==> src/rtl/lyr2_seq_if.sv <==
// Bundle of stream, coefficient-config and MAC-operand signals for lyr2_seq.
// slave = the sequencer, master = the surrounding logic (source, config, MAC, sink).
interface lyr2_seq_if;
    logic        in_valid;
    logic        in_ready;
    logic [15:0] in_data;
    logic        cfg_we;
    logic [3:0]  cfg_addr;
    logic [15:0] cfg_data;
    logic        cfg_ready;
    logic [15:0] mac_d1;
    logic [15:0] mac_d2;
    logic [15:0] mac_w1;
    logic [15:0] mac_w2;
    logic [15:0] mac_b;
    logic [15:0] mac_res;
    logic        out_valid;
    logic        out_ready;
    logic [15:0] out_data;
    logic [2:0]  out_idx;

    modport slave (
        input  in_valid, in_data, cfg_we, cfg_addr, cfg_data, mac_res, out_ready,
        output in_ready, cfg_ready, mac_d1, mac_d2, mac_w1, mac_w2, mac_b,
               out_valid, out_data, out_idx
    );

    modport master (
        output in_valid, in_data, cfg_we, cfg_addr, cfg_data, mac_res, out_ready,
        input  in_ready, cfg_ready, mac_d1, mac_d2, mac_w1, mac_w2, mac_b,
               out_valid, out_data, out_idx
    );
endinterface

==> src/rtl/lyr2_seq.sv <==
// Layer-2 sequencer: latches an activation pair, walks N_OUT neurons through the
// external MAC one per result handshake, and emits ReLU-optional Q8.8 results.
module lyr2_seq #(
    parameter int N_OUT   = 4,
    parameter int RELU_EN = 1
) (
    input  logic        clk,
    input  logic        rst_n,
    lyr2_seq_if.slave   bus
);
    typedef enum logic [1:0] {S_X1, S_X2, S_MAC, S_OUT} state_t;

    localparam logic [4:0] N_COEF   = 5'(3 * N_OUT);
    localparam logic [2:0] LAST_IDX = 3'(N_OUT - 1);

    state_t      state_r;
    logic [2:0]  idx_r;
    logic [15:0] x1_r;
    logic [15:0] x2_r;
    logic [15:0] coef_r [0:15];
    logic        out_valid_r;
    logic [15:0] out_data_r;
    logic [2:0]  out_idx_r;
    logic [3:0]  base_s;

    function automatic logic [15:0] act_f(input logic [15:0] r);
        if ((RELU_EN != 0) && r[15]) begin
            return 16'h0000;
        end else begin
            return r;
        end
    endfunction

    // idx < N_OUT always holds, so base_s+2 stays inside the written coefficient range
    assign base_s        = {1'b0, idx_r} * 4'd3;
    assign bus.mac_w1    = coef_r[base_s];
    assign bus.mac_w2    = coef_r[base_s + 4'd1];
    assign bus.mac_b     = coef_r[base_s + 4'd2];
    assign bus.mac_d1    = x1_r;
    assign bus.mac_d2    = x2_r;
    assign bus.in_ready  = (state_r == S_X1) || (state_r == S_X2);
    assign bus.cfg_ready = (state_r == S_X1);
    assign bus.out_valid = out_valid_r;
    assign bus.out_data  = out_data_r;
    assign bus.out_idx   = out_idx_r;

    // Sequencer FSM with operand, coefficient and result registers
    always_ff @(posedge clk or negedge rst_n) begin
        if (!rst_n) begin
            state_r     <= S_X1;
            idx_r       <= 3'd0;
            x1_r        <= 16'h0000;
            x2_r        <= 16'h0000;
            out_valid_r <= 1'b0;
            out_data_r  <= 16'h0000;
            out_idx_r   <= 3'd0;
            for (int i = 0; i < 16; i++) begin
                coef_r[i] <= 16'h0000;
            end
        end else begin
            case (state_r)
                S_X1: begin
                    if (bus.cfg_we && ({1'b0, bus.cfg_addr} < N_COEF)) begin
                        coef_r[bus.cfg_addr] <= bus.cfg_data;
                    end
                    if (bus.in_valid) begin
                        x1_r    <= bus.in_data;
                        state_r <= S_X2;
                    end
                end
                S_X2: begin
                    if (bus.in_valid) begin
                        x2_r    <= bus.in_data;
                        idx_r   <= 3'd0;
                        state_r <= S_MAC;
                    end
                end
                S_MAC: begin
                    out_data_r  <= act_f(bus.mac_res);
                    out_idx_r   <= idx_r;
                    out_valid_r <= 1'b1;
                    state_r     <= S_OUT;
                end
                S_OUT: begin
                    if (out_valid_r && bus.out_ready) begin
                        out_valid_r <= 1'b0;
                        if (idx_r == LAST_IDX) begin
                            idx_r   <= 3'd0;
                            state_r <= S_X1;
                        end else begin
                            idx_r   <= idx_r + 3'd1;
                            state_r <= S_MAC;
                        end
                    end
                end
                default: begin
                    state_r     <= S_X1;
                    out_valid_r <= 1'b0;
                end
            endcase
        end
    end
endmodule

==> src/flat_wrapper.sv <==
// flat-port wrapper written by rule: the top's interface ports become plain ports
module lyr2_seq_flat 
#(
    parameter int N_OUT   = 4,
    parameter int RELU_EN = 1
)
  (clk, rst_n, bus_in_valid, bus_in_data, bus_cfg_we, bus_cfg_addr, bus_cfg_data, bus_mac_res, bus_out_ready, bus_in_ready, bus_cfg_ready, bus_mac_d1, bus_mac_d2, bus_mac_w1, bus_mac_w2, bus_mac_b, bus_out_valid, bus_out_data, bus_out_idx);
  lyr2_seq_if bus_i ();
  input  logic clk;
  input  logic rst_n;
  input wire logic [$bits(bus_i.in_valid)-1:0] bus_in_valid;
  input wire logic [$bits(bus_i.in_data)-1:0] bus_in_data;
  input wire logic [$bits(bus_i.cfg_we)-1:0] bus_cfg_we;
  input wire logic [$bits(bus_i.cfg_addr)-1:0] bus_cfg_addr;
  input wire logic [$bits(bus_i.cfg_data)-1:0] bus_cfg_data;
  input wire logic [$bits(bus_i.mac_res)-1:0] bus_mac_res;
  input wire logic [$bits(bus_i.out_ready)-1:0] bus_out_ready;
  output wire logic [$bits(bus_i.in_ready)-1:0] bus_in_ready;
  output wire logic [$bits(bus_i.cfg_ready)-1:0] bus_cfg_ready;
  output wire logic [$bits(bus_i.mac_d1)-1:0] bus_mac_d1;
  output wire logic [$bits(bus_i.mac_d2)-1:0] bus_mac_d2;
  output wire logic [$bits(bus_i.mac_w1)-1:0] bus_mac_w1;
  output wire logic [$bits(bus_i.mac_w2)-1:0] bus_mac_w2;
  output wire logic [$bits(bus_i.mac_b)-1:0] bus_mac_b;
  output wire logic [$bits(bus_i.out_valid)-1:0] bus_out_valid;
  output wire logic [$bits(bus_i.out_data)-1:0] bus_out_data;
  output wire logic [$bits(bus_i.out_idx)-1:0] bus_out_idx;
  assign bus_i.in_valid = bus_in_valid;
  assign bus_i.in_data = bus_in_data;
  assign bus_i.cfg_we = bus_cfg_we;
  assign bus_i.cfg_addr = bus_cfg_addr;
  assign bus_i.cfg_data = bus_cfg_data;
  assign bus_i.mac_res = bus_mac_res;
  assign bus_i.out_ready = bus_out_ready;
  assign bus_in_ready = bus_i.in_ready;
  assign bus_cfg_ready = bus_i.cfg_ready;
  assign bus_mac_d1 = bus_i.mac_d1;
  assign bus_mac_d2 = bus_i.mac_d2;
  assign bus_mac_w1 = bus_i.mac_w1;
  assign bus_mac_w2 = bus_i.mac_w2;
  assign bus_mac_b = bus_i.mac_b;
  assign bus_out_valid = bus_i.out_valid;
  assign bus_out_data = bus_i.out_data;
  assign bus_out_idx = bus_i.out_idx;
  lyr2_seq #(.N_OUT(N_OUT), .RELU_EN(RELU_EN)) u_core (.clk(clk), .rst_n(rst_n), .bus(bus_i));
endmodule
==> config.mk <==
export PLATFORM = sky130hd
export DESIGN_NAME = lyr2_seq_flat
export DESIGN_NICKNAME = d
export VERILOG_FILES = /design/src/rtl/lyr2_seq_if.sv /design/src/rtl/lyr2_seq.sv /design/src/flat_wrapper.sv
export SDC_FILE = /design/constraint.sdc
export NUM_CORES = 1
export LEC_CHECK = 0
export BUFFER_PORTS_ARGS = -buffer_cell sky130_fd_sc_hd__clkbuf_2
export CORE_MARGIN = 8
export CORE_UTILIZATION = 25
export DETAILED_ROUTE_END_ITERATION = 10
export GPL_TIMING_DRIVEN = 0
export PLACE_DENSITY = 0.47
export SYNTH_ARGS = -nofsm -noshare
export SYNTH_HDL_FRONTEND = slang
export SYNTH_SLANG_ARGS = --single-unit
export TNS_END_PERCENT = 10
==> constraint.sdc <==
create_clock -name clk -period 3.7 [get_ports clk]
set_input_delay 0.74 -clock clk [delete_from_list [all_inputs] [get_ports clk]]
set_output_delay 0.74 -clock clk [all_outputs]
set_load 0.01 [all_outputs]
=== Word-level counts from Yosys, hierarchy flattened ===
Cells that the tools add are included.

* Bitwise logic cells: 4
* Add/sub/neg operators: 3
* Magnitude comparators: 6
* Multiply operators: 1
* Multiplexer cells: 24
* Equality and inequality tests: 7
* Reduce and logical (&&, ||, !) cells: 13

{| class="wikitable"
|+ Operator list
! kind !! number
|-
| bitwise mux 256 bit || 1
|-
| binary-select mux 16 bit (select 4 bit) || 3
|-
| two-way mux 16 bit || 7
|-
| demux 16 bit (select 4 bit) || 1
|-
| >= comparator 5 bit (second input constant) || 4
|-
| inverter 4 -> 5 bit || 4
|-
| two-way mux 15 bit || 1
|-
| two-way mux 3 bit || 3
|-
| two-way mux 2 bit || 4
|-
| case mux 2 bit (4 select lines) || 1
|-
| AND reduction 2 bit || 4
|-
| case mux 3 bit (2 select lines) || 1
|-
| AND reduction 3 bit || 2
|-
| less-than comparator 5 x 1 -> 1 bit (second input constant) || 1
|-
| adder 4 x 1 -> 4 bit (second input constant) || 1
|-
| adder 4 x 2 -> 4 bit (second input constant) || 1
|-
| equality test 2 bit (second input constant) || 2
|-
| less-than comparator 4 bit (second input constant) || 1
|-
| multiplier 3 x 2 -> 4 bit (second input constant) || 1
|-
| inequality test 2 bit (second input constant) || 2
|-
| nonzero test 2 bit || 2
|-
| adder 3 x 1 -> 3 bit (second input constant) || 1
|-
| equality test 3 x 2 -> 1 bit (second input constant) || 1
|-
| logical AND 1 bit || 3
|-
| 6 further kinds || 6
|}

* Input bits: 57
* Bits in registers: 313
* Word-level logic and storage cells: 81
* Output and inout port bits: 102

=== Depth between registers and ports, before layout ===
Gate-level depths: netlist of run 1.

* Depth in word-level cells: 6
* Gate-level depth with buffers: 12
* Depth with buffers taken out: 9

=== Least setup slack after synthesis of run 1 ===
OpenSTA, ideal clock, no wires.

* Path type: register to output
* Start point: register u_core.idx_r[2]
* End point: output port bus_mac_b[10]
* Data arrival time: 3.258 ns
* Buffers on the path: 5
* Path slack: -0.298 ns
* Data required time: 2.960 ns
* Stages on the path, launching flop included: 12
* Cell sequence: dfrtp_1 inv_1 fa_1 buf_2 buf_1 inv_1 ha_1 buf_2 buf_2 buf_1 mux2i_1 a21oi_1

* Word-level cells in the longest chain between the ends: 6

{| class="wikitable"
|+ RTL lines
! item !! line !! source
|-
| from (decl) || lyr2_seq.sv:17 || <nowiki>logic [2:0] idx_r;</nowiki>
|-
| from (signal assigned) || lyr2_seq.sv:91 || <nowiki>idx_r <= idx_r + 3'd1;</nowiki>
|-
| multiplier 3 x 2 -> 4 bit || lyr2_seq.sv:35 || <nowiki>assign base_s = {1'b0, idx_r} * 4'd3;</nowiki>
|-
| adder 4 x 2 -> 4 bit || lyr2_seq.sv:38 || <nowiki>assign bus.mac_b = coef_r[base_s + 4'd2];</nowiki>
|-
| inverter 4 -> 5 bit (implied by the code) || lyr2_seq.sv:38 ||
|-
| binary-select mux 16 bit (select 4 bit) || lyr2_seq.sv:38 ||
|-
| two-way mux 16 bit (implied by the code) (2 in a row) || lyr2_seq.sv:38 ||
|-
| to (decl) || flat_wrapper.sv:24 || <nowiki>output wire logic [$bits(bus_i.mac_b)-1:0] bus_mac_b;</nowiki>
|}

No other way between the ends. The select of a mux whose other input is x is not followed.

=== Worst setup path after layout of run 1 ===
* Start point: register u_core.idx_r[0]
* End point: output port bus_mac_b[0]

Same word-level chain as after synthesis.

==> results of run 1 <==
-- kinds of logic after synthesis --
logic type / Yosys count / synth area share, %
buf+inv: 182 / 4.918
other cells: 1 / 0.02146
simple gates: 226 / 6.106
compound gates: 116 / 4.610
mux: 447 / 38.79
flops: 312 / 44.67
xor+xnor: 6 / 0.5584
fa+ha+maj: 4 / 0.3293
-- power by group --
group / total (mW) / switching [mW] / internal, mW / leakage (nW)
Sequential: 4.32 / 0.398 / 3.93 / 4.24
Combinational: 14.7 / 8.45 / 6.29 / 4.75
Clock: 4.17 / 1.59 / 2.58 / 0.691
Total: 23.2 / 10.4 / 12.8 / 9.68
-- synthesized netlist by cell type (9+ instances only) --
| cell type | instances |
|---|---|
| nor2b_1 | 9 |
| a211oi_1 | 24 |
| a21oi_1 | 37 |
| o21ai_0 | 18 |
| a32oi_1 | 16 |
| mux4_2 | 155 |
| nand3_1 | 28 |
| nand2b_1 | 20 |
| and2_1 | 18 |
| nand2_1 | 128 |
| buf_1 | 11 |
| a41o_1 | 12 |
| clkbuf_1 | 103 |
| mux2_2 | 227 |
| mux2i_1 | 60 |
| buf_2 | 33 |
| dfrtp_1 | 312 |
| buf_4 | 22 |
-- area by class of cell --
type,count,share of cell area [%]
clock buffers,59,5.402
multi-input cells,800,42.09
clock inverters,12,1.003
inverters,6,0.1360
plain buffers,176,5.277
well taps,940,5.329
repair buffers,181,5.391
flip-flops and latches,312,35.37
-- worst max-delay path, cell delays in order (launching register included) --
cell	delay (ns)
dfrtp_1	0.39
ha_2	0.20
inv_2	0.05
fa_1	0.59
buf_12	0.13
buf_16	0.11
inv_6	0.03
ha_4	0.34
buf_12	0.15
bufbuf_16	0.27
buf_4	0.14
mux2i_2	0.31
a21oi_2	0.12
clkbuf_2	0.15
-- metrics by stage --
step | cells | util [%]
floorplan | 1294 | -
global placement | 2389 | 27.89
detailed placement | 2392 | 28.03
CTS | 2486 | 31.46
global route | 2486 | 31.68
finish | 2486 | 31.68
-- timing repair --
item,in CTS,in global routing
setup buffers,20,2
pin swaps,18,14
cloned,3,0
setup endpoints to repair,48,48
gates resized for setup,177,56
-- worst max-delay path by stage --
stage	to	cells after the start
after floorplan	bus_mac_b[11]	11
after global placement	u_core.coef_r[12]$_DFFE_PN0P_	1
after detailed placement	bus_mac_b[2]	13
after CTS	bus_mac_b[8]	12
after global routing	bus_mac_b[10]	13
final	bus_mac_b[0]	13
-- routing by layer --
| layer | GRT usage, % | up-vias | share of wire, % |
|---|---|---|---|
| met5 | 0 | - | 0.042 |
| met4 | 6.576 | 4 | 3.8 |
| met3 | 3.542 | 155 | 6.6 |
| met2 | 26.97 | 515 | 49 |
| met1 | 20.57 | 6604 | 41 |
| li1 | - | 5254 | - |
-- state kept, by name (all words and copies together), names as in the netlist --
signal / flops
u_core.bus.out_idx: 3
u_core.bus.out_valid: 1
u_core.state_r: 2
u_core.bus.mac_d1: 16
u_core.idx_r: 3
u_core.bus.mac_d2: 16
u_core.coef_r: 256
u_core.bus.out_data: 15
==> results.json, run 1 <==
{
  "rsz0062_at_grt": "true",
  "drc": 0,
  "synth_top_area_cell": "dfrtp_1",
  "wl_per_cell_um": 25.81,
  "grt_max_degree": 110,
  "timing.final.crit_share_pct": 116.0,
  "grt.overflow.total": 0,
  "period_minus_slack_ns": 4.290,
  "path_clk_slew_ns": 0.06,
  "root_buffer": "clkbuf_16",
  "placed_cell_area_um2": 19520,
  "clock.fmax_mhz": 233.1,
  "hold_viol_final": 0,
  "grt_pass1_vias": 13690,
  "grt_first_pass_wirelength_mm": 94.81,
  "die_h_um": 280.4,
  "cap_violations": 0,
  "numCtsBuffers": 40,
  "regToRegSetupSlack_ns": 1.00,
  "ys_seq_elements": 312,
  "antennaDiodeCount": 0,
  "drive_above_1_share_pct": 51.62,
  "drtIter0Drc": 1094,
  "synth_edf_count": 0,
  "cp.arrival_ns": 3.55,
  "track_usage_pct": 16.28,
  "core_um2": 69660,
  "die_area_um2": 78630,
  "yosysUniqueCellTypes": 40,
  "peakVddDrop_v": 0.0009115,
  "synth.top_cell.area_share_pct": 44.67,
  "vias": 12530,
  "cts_sinks": 312,
  "cts_hold_buf": 0,
  "syn-cell-area_um2": 17480,
  "rr_endpoint": "u_core.coef_r[235]$_DFFE_PN0P_",
  "p_leak_nw": 9.677,
  "final.setup_skew_ns": 0.02831,
  "crit_path_end_kind": "output port",
  "ant_nets": 0,
  "port_buffers": 155,
  "worst_slack_ns": -0.5902,
  "synth_flop_cell": "dfrtp_1",
  "final_common_cell": "dfrtp_1",
  "synthCells": 1294,
  "antenna_found_initial": 2,
  "ioPinCount": 159,
  "start_util_pct": 25.09,
  "die-width_um": 280.4,
  "layout_common_cells": "dfrtp_1, mux2_2, mux4_2",
  "htreeDepth": 2,
  "cp_max_fo": 5,
  "syn_to_final_growth_pct": 26.29,
  "rr_worst_depth": 6,
  "dp_hpwl_mm": 44.71,
  "reg2reg_from": "u_core.state_r[1]$_DFFE_PN0P_",
  "drtPass1Iterations": 5,
  "required_ns": 2.96,
  "design_area_um2": 22070,
  "violations": "setup timing",
  "whs_ns": 0.08064,
  "status": "finished, violations left",
  "insertion_delay_ns": 0.59,
  "worstMarginPinSlew_ns": 1.105,
  "dpl_worst_slack_ns": -1.616,
  "totalPowerFinal_mw": 23.24,
  "cts.path.max_buffers": 3,
  "critPathKind": "flip-flop to output port",
  "maxSlewViolCount": 0,
  "yosysWarningCount": 0,
  "synthesis.nets": 1355,
  "min_path_type": "primary input to asynchronous set/reset pin",
  "synth_area_per_cell_um2": 13.51,
  "start_kind": "flip-flop",
  "seq_area_frac_synth_pct": 44.67,
  "finalWirelength_mm": 64.16,
  "synthTopCellsByArea": "dfrtp_1, mux4_2, mux2_2",
  "crit_start": "u_core.idx_r[0]$_DFFE_PN0P_",
  "nets": 1578,
  "nFillCells": 7022,
  "ys_async_sr_fraction_pct": 100.0,
  "viasPerCell": 5.041,
  "totalNegativeSetupSlack_ns": -18.03,
  "gp_congestion": 0.8543,
  "seq_area_um2": 7807,
  "p_per_area_nw_per_um2": 1053,
  "multiInputGateArea_um2": 9290,
  "cts_tree": "built",
  "slew_headroom_pct": 25.92,
  "std_cell_rows": 97,
  "finalSetupViolations": 48
}
Power figures use the tool's default switching activity.
==> run 2, diff against run 1 <==
- ABC_AREA: default -> 1
- PLACE_DENSITY: 0.47 -> 0.46
- SLEW_MARGIN: default -> 20
==> run 2 against run 1 <==
The run still ends with setup timing left. Synthesized cell count rose by 100%. Synthesized area rose by 4.5%. Power grew 22%. Clock skew fell by 0.0085 ns. First-iteration DRC count grew 140%. Non-clock buffer count rose by 80. Via count up 58%. Worst hold slack gained 0.020 ns. Critical path type unchanged. Highest routed layer unchanged.
==> results.json, run 2 <==
{
  "status": "finished, violations left",
  "violations": "setup timing",
  "cp.arrival_ns": 3.35,
  "utilization_pct": 32.04,
  "synth_area_per_cell_um2": 6.981,
  "yosysUniqueCellTypes": 28,
  "whs_ns": 0.1007,
  "synth_flop_cell": "dfrtp_1",
  "maxSlewViolCount": 0,
  "peakVddDrop_v": 0.0008004,
  "dp.cells": 3736,
  "placed_cell_area_um2": 20370,
  "drtIter0Drc": 2642,
  "synth.top_cell.area_share_pct": 42.75,
  "grt_first_pass_wirelength_mm": 138.3,
  "grt_max_degree": 79,
  "path_clk_slew_ns": 0.06,
  "vias": 19780,
  "clock.fmax_mhz": 244.6,
  "final.setup_skew_ns": 0.01982,
  "htreeDepth": 2,
  "gp_congestion": 0.9824,
  "synth_compound_area_share_pct": 7.461,
  "die-width_um": 286.3,
  "cts.path.max_buffers": 3,
  "ys_seq_elements": 312,
  "grt.overflow.total": 0,
  "cts_hold_buf": 0,
  "viasPerCell": 5.161,
  "die_area_um2": 81950,
  "ioPinCount": 159,
  "layoutNonFillerInstCount": 3833,
  "finalSetupViolations": 44,
  "syn_to_final_growth_pct": 27.34,
  "busiest_layer": "met2",
  "root_buffer": "clkbuf_16",
  "syn-cell-area_um2": 18260,
  "cap_violations": 0,
  "path_cells": "buf_4, ha_1, buf_2, inv_2, nand2_4, nand2_2, buf_2, nand2_1, nand3_1, nand3_1, nand2_2, clkbuf_2",
  "synthCells": 2616,
  "ant_nets": 0,
  "drc": 0,
  "seq_area_frac_synth_pct": 42.75,
  "final_common_cell": "nand2_1",
  "slew_headroom_pct": 31.05,
  "synth_top_family_by_area": "simple AND/OR/NAND/NOR gates",
  "synth_top_area_cell": "dfrtp_1",
  "muxShareOfSynthArea_pct": 0,
  "p_per_area_nw_per_um2": 1222,
  "rr_worst_depth": 6,
  "synth_edf_count": 0,
  "nets": 2905,
  "die_h_um": 286.3,
  "cts_sinks": 312,
  "required_ns": 2.96,
  "finalWirelength_mm": 97.64,
  "rr_endpoint": "u_core.coef_r[247]$_DFFE_PN0P_",
  "synth-simple-area-share_pct": 40.28,
  "drive_above_1_share_pct": 21.89,
  "grt_pass1_vias": 18970,
  "grt_use_met1_pct": 31.18,
  "regMostFlops": "u_core.coef_r",
  "crit_start": "u_core.idx_r[0]$_DFFE_PN0P_",
  "synthesis.nets": 2677,
  "gr-usage-met3_pct": 5.876,
  "crit_path_end_kind": "output port",
  "min_path_type": "primary input to asynchronous set/reset pin",
  "grt_use_met2_pct": 33.84,
  "dp_hpwl_mm": 68.41,
  "synthTopCellsByArea": "dfrtp_1, nand2_1, nand3_1",
  "cts_tree": "built",
  "largest_reg_flops": 256,
  "yosysWarningCount": 0,
  "design_area_um2": 23260,
  "wl_per_cell_um": 25.47,
  "track_usage_pct": 23.13,
  "reg2reg_from": "u_core.state_r[0]$_DFFE_PN0P_",
  "hold_viol_final": 0,
  "layout_common_cells": "nand2_1, nand3_1, dfrtp_1",
  "std_cell_rows": 99,
  "slowest_stage": "buf_2",
  "core_um2": 72590,
  "ys_async_sr_fraction_pct": 100.0,
  "numCtsBuffers": 41,
  "worst_slack_ns": -0.3884,
  "port_buffers": 157,
  "insertion_delay_ns": 0.59,
  "crit_path_end": "bus_mac_w2[0]",
  "rsz0062_at_grt": "true",
  "timing.final.crit_share_pct": 110.5,
  "start_kind": "flip-flop",
  "synthAdderAreaFrac_pct": 0.3152,
  "critPathKind": "flip-flop to output port",
  "nFillCells": 8017,
  "cp_max_fo": 10,
  "drtPass1Iterations": 6,
  "cpPeakStageDelay_ns": 0.44,
  "period_minus_slack_ns": 4.088,
  "p_leak_nw": 11.58,
  "yosysMostFrequentCell": "nand2_1",
  "regToRegSetupSlack_ns": 1.72,
  "worstMarginPinSlew_ns": 1.034,
  "synth_xor_area_share_pct": 0.3289,
  "start_util_pct": 25.16,
  "antenna_found_initial": 2,
  "synth_commonest_cells": "nand2_1, nand3_1, dfrtp_1"
}
==> run 2: logic make-up after synthesis <==
logic type	count (synthesis)
and+or+nand+nor	1760
DFF	312
buffers and inverters	305
AOI/OAI and AO/OA	231
adders and majority gates	4
xor gates and xnor gates	3
other	1
==> run 2: routing by layer <==
layer	routed length, um	vias up
met5	9	-
li1	-	8853
met1	40590	9483
met3	10420	276
met4	6006	2
met2	40620	1167
==> run 2: layout make-up <==
| class | count | area, um2 | area share [%] |
|---|---|---|---|
| multi-input cells | 1999 | 9513 | 40.90 |
| flip-flops and latches | 312 | 7809 | 33.58 |
| plain buffers | 251 | 1704 | 7.328 |
| repair buffers | 186 | 1369 | 5.886 |
| well taps | 959 | 1200 | 5.160 |
| clock buffers | 53 | 1142 | 4.912 |
| clock inverters | 19 | 275.3 | 1.184 |
| inverters | 53 | 241.5 | 1.038 |
| diodes | 1 | 2.502 | 0.01076 |
==> run 2: where the power goes <==
part / switching (mW) / internal [mW] / total, mW
clock: 1.68 / 2.60 / 4.28
combinational: 13.5 / 6.50 / 20.0
sequential: 0.328 / 3.84 / 4.17
==> run 2: repair_timing <==
item	in CTS	in global routing
pin swaps	42	21
endpoints found under the setup margin	48	48
setup buffers	16	2
gates resized for setup	260	62
gates cloned	7	0
==> run 2: worst min-delay path by stage <==
| stage | startpoint | to | slack [ns] | cells after the start |
|---|---|---|---|---|
| after CTS | rst_n | u_core.bus.mac_d1[11]$_DFFE_PN0P_ | 0.1 | 1 |
| final | rst_n | u_core.bus.mac_d1[11]$_DFFE_PN0P_ | 0.10 | 1 |
| after floorplan | rst_n | u_core.bus.mac_d1[0]$_DFFE_PN0P_ | 0.44 | 0 |
| after global placement | u_core.bus.out_data[10]$_DFFE_PN0P_ | u_core.bus.out_data[10]$_DFFE_PN0P_ | 0.46 | 2 |
| after detailed placement | u_core.bus.out_data[6]$_DFFE_PN0P_ | u_core.bus.out_data[6]$_DFFE_PN0P_ | 0.47 | 2 |
| after global routing | rst_n | u_core.bus.mac_d2[3]$_DFFE_PN0P_ | 0.12 | 1 |
==> run 2: stage by stage <==
| stage | TNS, ns | power [mW] | setup WS (ns) |
|---|---|---|---|
| 2_1_floorplan | 0 | 11.58 | 0.3404 |
| 3_3_place_gp | -1768.69 | 19.34 | -5.587 |
| 3_5_place_dp | -41.35 | 19.29 | -1.669 |
| 4_1_cts | -12.65 | 27.30 | -0.4202 |
| 5_1_grt | -14.98 | 29.06 | -0.4594 |
| 6_report | -11.29 | 28.43 | -0.3884 |
==> run 2: worst max-delay path: cells and delay by family (launching register included) <==
kind,cells,cell delay (ns)
buffers and inverters,5,1.04
and+or+nand+nor,6,1.02
DFF,1,0.42
adders and majority gates,1,0.29
